--- config.mk ---
export PLATFORM = sky130hd
export DESIGN_NAME = red_pitaya_pwm_dither
export DESIGN_NICKNAME = d
export VERILOG_FILES = /design/src/rtl/red_pitaya_pwm_dither.sv
export SDC_FILE = /design/constraint.sdc
export NUM_CORES = 1
export LEC_CHECK = 0
export ABC_AREA = 1
export BUFFER_PORTS_ARGS = -buffer_cell sky130_fd_sc_hd__buf_2
export CORE_UTILIZATION = 45
export CTS_BUF_LIST = sky130_fd_sc_hd__clkbuf_8
export CTS_CLUSTER_SIZE = 20
export DETAILED_ROUTE_END_ITERATION = 16
export GPL_TIMING_DRIVEN = 1
export PLACE_DENSITY_LB_ADDON = 0.25
export SYNTH_ARGS = -nofsm -noshare
export SYNTH_HDL_FRONTEND = slang
export SYNTH_SLANG_ARGS = --single-unit
--- constraint.sdc ---
create_clock -name clk_i -period 3.4 [get_ports clk_i]
set_input_delay 0.34 -clock clk_i [delete_from_list [all_inputs] [get_ports clk_i]]
set_output_delay 0.34 -clock clk_i [all_outputs]
set_load 0.02 [all_outputs]
--- src/rtl/red_pitaya_pwm_dither.sv ---
// red_pitaya_pwm_dither
// Turns a {duty, seq} configuration word into a 1-bit PWM stream for an
// external RC-filtered DAC. The base period is 2**DUTY_W clocks. Each period's
// duty is raised by one slot when the seq bit for that period is set. seq is
// played LSB first over a frame of SEQ_W periods, so the frame-average
// resolution is 1/(SEQ_W * 2**DUTY_W) of full scale.
// A new cfg word is taken only at frame boundaries, so the output never glitches.
//
// Ports
//   clk_i      in   clock
//   rstn_i     in   asynchronous active-low reset
//   en_i       in   run enable; 0 = idle with the output held low
//   cfg_i      in   {duty[DUTY_W-1:0], seq[SEQ_W-1:0]}
//   pwm_o      out  registered PWM output
//   period_o   out  1-cycle pulse aligned with the last slot of each period
//   frame_o    out  1-cycle pulse aligned with the last slot of each frame
//   cfg_act_o  out  cfg word currently being played
//
// state  | meaning
// S_IDLE | en_i=0: counters cleared, shadow follows cfg_i, outputs low
// S_RUN  | en_i=1: slot counter running, shadow reloaded at frame end only
module red_pitaya_pwm_dither #(
  parameter int DUTY_W = 8,
  parameter int SEQ_W  = 16,
  parameter int CCW    = DUTY_W + SEQ_W
) (
  input  logic           clk_i,
  input  logic           rstn_i,
  input  logic           en_i,
  input  logic [CCW-1:0] cfg_i,
  output logic           pwm_o,
  output logic           period_o,
  output logic           frame_o,
  output logic [CCW-1:0] cfg_act_o
);

  localparam int IDX_W = $clog2(SEQ_W);

  typedef enum logic {S_IDLE = 1'b0, S_RUN = 1'b1} state_t;

  state_t            state;
  logic [DUTY_W-1:0] cnt;
  logic [IDX_W-1:0]  idx;
  logic [CCW-1:0]    cfg_r;
  logic [DUTY_W-1:0] duty;
  logic [SEQ_W-1:0]  seq;
  logic [DUTY_W:0]   thr;
  logic              cnt_last;
  logic              idx_last;

  // The mode follows en_i directly, so a disable takes effect on the very next edge.
  assign state = en_i ? S_RUN : S_IDLE;

  assign duty = cfg_r[CCW-1:SEQ_W];
  assign seq  = cfg_r[SEQ_W-1:0];

  // The threshold is one bit wider than the counter. With duty=max and the
  // dither bit set, thr reaches 2**DUTY_W, so the output stays high for the
  // whole period.
  assign thr = {1'b0, duty} + {{DUTY_W{1'b0}}, seq[idx]};

  assign cnt_last = (cnt == {DUTY_W{1'b1}});
  assign idx_last = (idx == IDX_W'(SEQ_W - 1));

  always_ff @(posedge clk_i or negedge rstn_i) begin
    if (!rstn_i) begin
      cnt      <= '0;
      idx      <= '0;
      cfg_r    <= '0;
      pwm_o    <= 1'b0;
      period_o <= 1'b0;
      frame_o  <= 1'b0;
    end else begin
      case (state)
        S_IDLE: begin
          cnt      <= '0;
          idx      <= '0;
          cfg_r    <= cfg_i;
          pwm_o    <= 1'b0;
          period_o <= 1'b0;
          frame_o  <= 1'b0;
        end
        S_RUN: begin
          cnt      <= cnt + 1'b1;
          pwm_o    <= ({1'b0, cnt} < thr);
          period_o <= cnt_last;
          frame_o  <= cnt_last && idx_last;
          if (cnt_last) begin
            idx <= idx_last ? '0 : idx + 1'b1;
            if (idx_last) begin
              cfg_r <= cfg_i;
            end
          end
        end
        default: begin
          cnt <= '0;
          idx <= '0;
        end
      endcase
    end
  end

  assign cfg_act_o = cfg_r;

endmodule

### Yosys cells after proc, flatten, opt, wreduce, memory -nomap -nowiden

Index checks and enable logic that the tools add are counted.

* add/subtract/negate cells: 3
* magnitude comparators: 2
* eq/ne operators: 4
* mux-type cells: 13
* bitwise operators: 1
* reduce and logical (&&, ||, !) cells: 2

Operator list (number)
* 24-bit 2-to-1 mux: 2
* 24-bit one-hot mux with 2 select lines: 1
* 8-bit one-hot mux with 2 select lines: 1
* 8-bit by 1-bit adder with 9-bit output: 1
* 8-bit by 9-bit less-than comparator with 1-bit output: 1
* 8-bit by 1-bit adder with 8-bit output (second input constant): 1
* 8-bit == test (second input constant): 1
* 4-bit 2-to-1 mux: 2
* 4-bit one-hot mux with 2 select lines: 1
* 1-bit one-hot mux with 2 select lines: 3
* 4-bit by 5-bit less-than comparator with 1-bit output (second input constant): 1
* 4-bit by 1-bit adder with 4-bit output (second input constant): 1
* 1-bit binary-select mux with 4-bit select: 1
* 4-bit == test (second input constant): 1
* 2-bit by 1-bit != test with 1-bit output (second input constant): 2
* 1-bit 2-to-1 mux: 2
* 2-bit AND reduction: 1
* 1-bit logical AND: 1
* 1-bit inverter: 1

* register bits: 39
* input bits: 27
* output and inout bits: 27

### Depth between registers and ports, before layout

* word-level depth: 5
* mapped depth: 20

### Least setup slack after synthesis

OpenSTA, ideal clock, no wires.

* kind: register -> register
* from: reg idx[0]
* to: reg pwm_o
* setup time: 0.071 ns
* arrival time: 2.477 ns
* slack: 0.851 ns
* stages on the path, launching flop included: 20
* path through: dfrtp_1 clkbuf_1 nor2_1 nor2_1 o21ai_0 nand3_1 nand2_1 nand2_1 ha_1 ha_1 nand2_1 nor2_1 inv_1 nor2_1 xnor2_1 ha_1 a21o_1 nand3_1 nand3_1 nor2_1

* longest elaborated chain between the ends: 5

Ends and longest elaborated chain
* from (decl): line 43 `logic [IDX_W-1:0] idx;`
* from (signal assigned): line 89 `idx <= idx_last ? '0 : idx + 1'b1;`
* 1-bit binary-select mux with 4-bit select: line 60 `assign thr = {1'b0, duty} + {{DUTY_W{1'b0}}, seq[idx]};`
* 1-bit 2-to-1 mux (implied by the code): line 60
* 8-bit by 1-bit adder with 9-bit output: line 60
* 8-bit by 9-bit less-than comparator with 1-bit output: line 85 `pwm_o <= ({1'b0, cnt} < thr);`
* 1-bit one-hot mux with 2 select lines: line 74 `case (state)`
* to (signal assigned): line 85
* to (decl): line 31 `output logic pwm_o,`

Every way passes these cells. The select of a mux whose other input is x is not followed.
A chain may end at the register's enable or synchronous reset.

### Final worst setup path

Same ends and word-level chain as after synthesis.

==> flow_metrics.env <==
export IMPL_drtAntennaViolNets=0
export IMPL_drt_initial_drc_count=68
export IMPL_wl_per_cell_um=13.08
export IMPL_hold_buffers=0
export IMPL_firstDrtPassIters=4
export IMPL_hpwl_mm=3.550
export IMPL_hp_class="primary input to async pin"
export IMPL_period_minus_slack_ns=2.799
export IMPL_io_pins=54
export IMPL_p_total_mw=1.015
export IMPL_area_delta_synth_final_pct=13.96
export IMPL_post_cts_buffers=0
export IMPL_worstPathArrival_ns=3.04
export IMPL_gr_usage_met3_pct=4.664
export IMPL_synth_simple_area_share_pct=34.90
export IMPL_fin_nets=354
export IMPL_synth_area_leaders="dfrtp_1 (42%), nand2_1 (9.7%), nand3_2 (8.7%)"
export IMPL_worst_pin_slew_ns=0.8689
export IMPL_ys_warnings_count=0
export IMPL_via_per_inst=4.903
export IMPL_cap_violations=0
export IMPL_h_tree_depth=2
export IMPL_multi_input_area_um2=1140
export IMPL_yosysTopAreaCell="dfrtp_1"
export IMPL_numCtsBuffers=5
export IMPL_critPathLaunchType="register"
export IMPL_wirelength_mm=4.996
export IMPL_synth_top_family_by_area="simple AND/OR/NAND/NOR gates"
export IMPL_avgSynthCellArea_um2=8.693
export IMPL_root_buffer="clkbuf_8"
export IMPL_ys_seq_area_share_pct=42.21
export IMPL_hold_ws_ns=0.1532
export IMPL_drc=0
export IMPL_reg2reg_slack_ns=0.60
export IMPL_grt_pass1_wl_mm=8.473
export IMPL_fillers=475
export IMPL_path_clk_slew_ns=0.08
export IMPL_seqCellArea_um2=975.9
export IMPL_synthAdderAreaFrac_pct=6.494
export IMPL_ys_ff_latch=39
export IMPL_fin_area_um2=2635
export IMPL_peakVddDrop_mv=0.1899
export IMPL_rows=25
export IMPL_dieWidth_um=73.68
export IMPL_setup_violations=0
export IMPL_reg2reg_to="pwm_o"
export IMPL_num_antenna_cells=0
export IMPL_drv_slew=0
export IMPL_grt_max_degree=40
export IMPL_dpl_cell_area_um2=2547
export IMPL_hold_viol=0
export IMPL_insertion_delay_ns=0.30
export IMPL_port_buffer_count=53
export IMPL_drive_above_1_share_pct=27.94
export IMPL_use_met2_pct=35.47
export IMPL_cts_resized=0
export IMPL_busiest_layer="met2"
export IMPL_crit_type="register to register"
export IMPL_slew_headroom_pct=42.07
export IMPL_clockBufferDepth=2
export IMPL_grt_pass1_vias=1837
export IMPL_grt_overflow=0
export IMPL_startpoint="idx[0]"
export IMPL_period_share_pct=82.33
export IMPL_fp_dieH_um=73.68
export IMPL_p_per_area_nw_per_um2=385.2
export IMPL_cts_sinks=39
export IMPL_synth_cells=266
export IMPL_synth_xor_area_share_pct=3.030
export IMPL_cts_tree="yes"
export IMPL_initial_core_util_pct=47.69
export IMPL_core_um2=4848
export IMPL_synth_top_cell_area_share_pct=42.21
export IMPL_synth_compound_area_share_pct=4.870
export IMPL_rsz0062_at_grt="false"
export IMPL_rr_worst_depth=19
export IMPL_fmax_mhz=357.3
export IMPL_end_kind="register"
export IMPL_antenna_found_initial=0
export IMPL_vias=1873
export IMPL_grtUsageMet1_pct=26.09
export IMPL_power_leakage_nw=1.394
export IMPL_finClkSkew_ns=0.004097
export IMPL_cp_required_ns=3.64
export IMPL_die_area_um2=5429
export IMPL_track_usage_pct=20.89
export IMPL_status="completed"
export IMPL_synth_cell_type_count=25
export IMPL_gp_congestion=0.8141
export IMPL_cp_max_fo=13
export IMPL_synth_mux_area_share_pct=0
export IMPL_syn_cell_area_um2=2312
export IMPL_r2r_start="idx[0]"
export IMPL_tns_ns=0
export IMPL_syn_num_nets=305
layer usage:
metal | up-vias | share of wire (%)
met5 | - | 0
met4 | 0 | 1.2
met3 | 6 | 3.8
met2 | 43 | 48
met1 | 851 | 47
li1 | 973 | -
kinds of logic after synthesis:
kind of cell    count (synthesis)
buf+inv                        31
xor+xnor                        8
simple gates                  155
compound gates                 21
flops                          39
fa+ha+maj                      12
cell usage in the layout, fill, tap and decap left out, drive strengths merged:
master	n
dfrtp	39
xor2	5
o211ai	2
inv	18
buf	55
xnor2	3
clkbuf	6
o21ai	9
ha	12
nand4	3
or2	1
nand2	64
clkinv	1
a21o	1
a21oi	9
nor3	3
nand3	59
nand3b	2
nor2	23
how the worst max path moves through the flow:
stage	slack, ns	to
finish	0.60	pwm_o
global route	0.26	pwm_o
CTS	0.57	pwm_o
detailed placement	0.60	pwm_o
global placement	0.69	pwm_o
floorplan	0.85	pwm_o
registers in the layout (all words and copies together), names as in the netlist:
register and count:
pwm_o 1, cnt 8, frame_o 1, cfg_act_o 24, period_o 1, idx 4
power by group:
part	leakage (nW)	total [mW]	internal [mW]	switching, mW
Sequential	0.517	0.521	0.490	0.0313
Clock	0.0470	0.326	0.159	0.167
Combinational	0.830	0.167	0.0629	0.104
Total	1.39	1.02	0.712	0.303
synth_stat cells:
library cell,number
nand2_2,3
nor2_4,2
buf_4,2
inv_1,18
nor2_1,21
nand2_1,60
xor2_1,5
nand4_1,3
dfrtp_1,39
buf_2,2
ha_1,12
xnor2_1,3
nor3_1,3
nand3_1,39
buf_12,2
a21oi_1,9
buf_6,5
nand3_2,20
o21ai_0,9
o211ai_1,2
nand2_4,1
clkbuf_1,2
a21o_1,1
nand3b_1,2
or2_1,1
per-stage QoR:
stage	util, %	instances	worst slack (ns)
global placement	52.54	375	0.6932
floorplan	-	266	0.8514
finish	54.35	382	0.6009
global route	54.35	382	0.2571
detailed placement	52.54	375	0.5956
CTS	54.35	382	0.5693
worst max-delay path, cell delays in order (launching register included):
cell     delay, ns
dfrtp_1       0.51
inv_1         0.22
nand2_1       0.08
nand4_1       0.07
nand2_1       0.05
nor2_1        0.08
nand2_1       0.05
nand2_1       0.08
ha_1          0.15
ha_1          0.17
nand2_1       0.06
nor2_1        0.21
inv_1         0.06
nor2_1        0.12
xnor2_1       0.13
ha_1          0.25
a21o_1        0.18
nand3_1       0.08
nand3_1       0.06
nor2_1        0.11
final cells by class:
cell class / count / share of cell area [%]
multi-input cells: 196 / 43.26
flip-flops and latches: 39 / 37.04
repair buffers: 55 / 10.64
well taps: 67 / 3.181
clock buffers: 6 / 3.134
inverters: 18 / 2.564
clock inverters: 1 / 0.1899
Power figures use the tool's default switching activity.
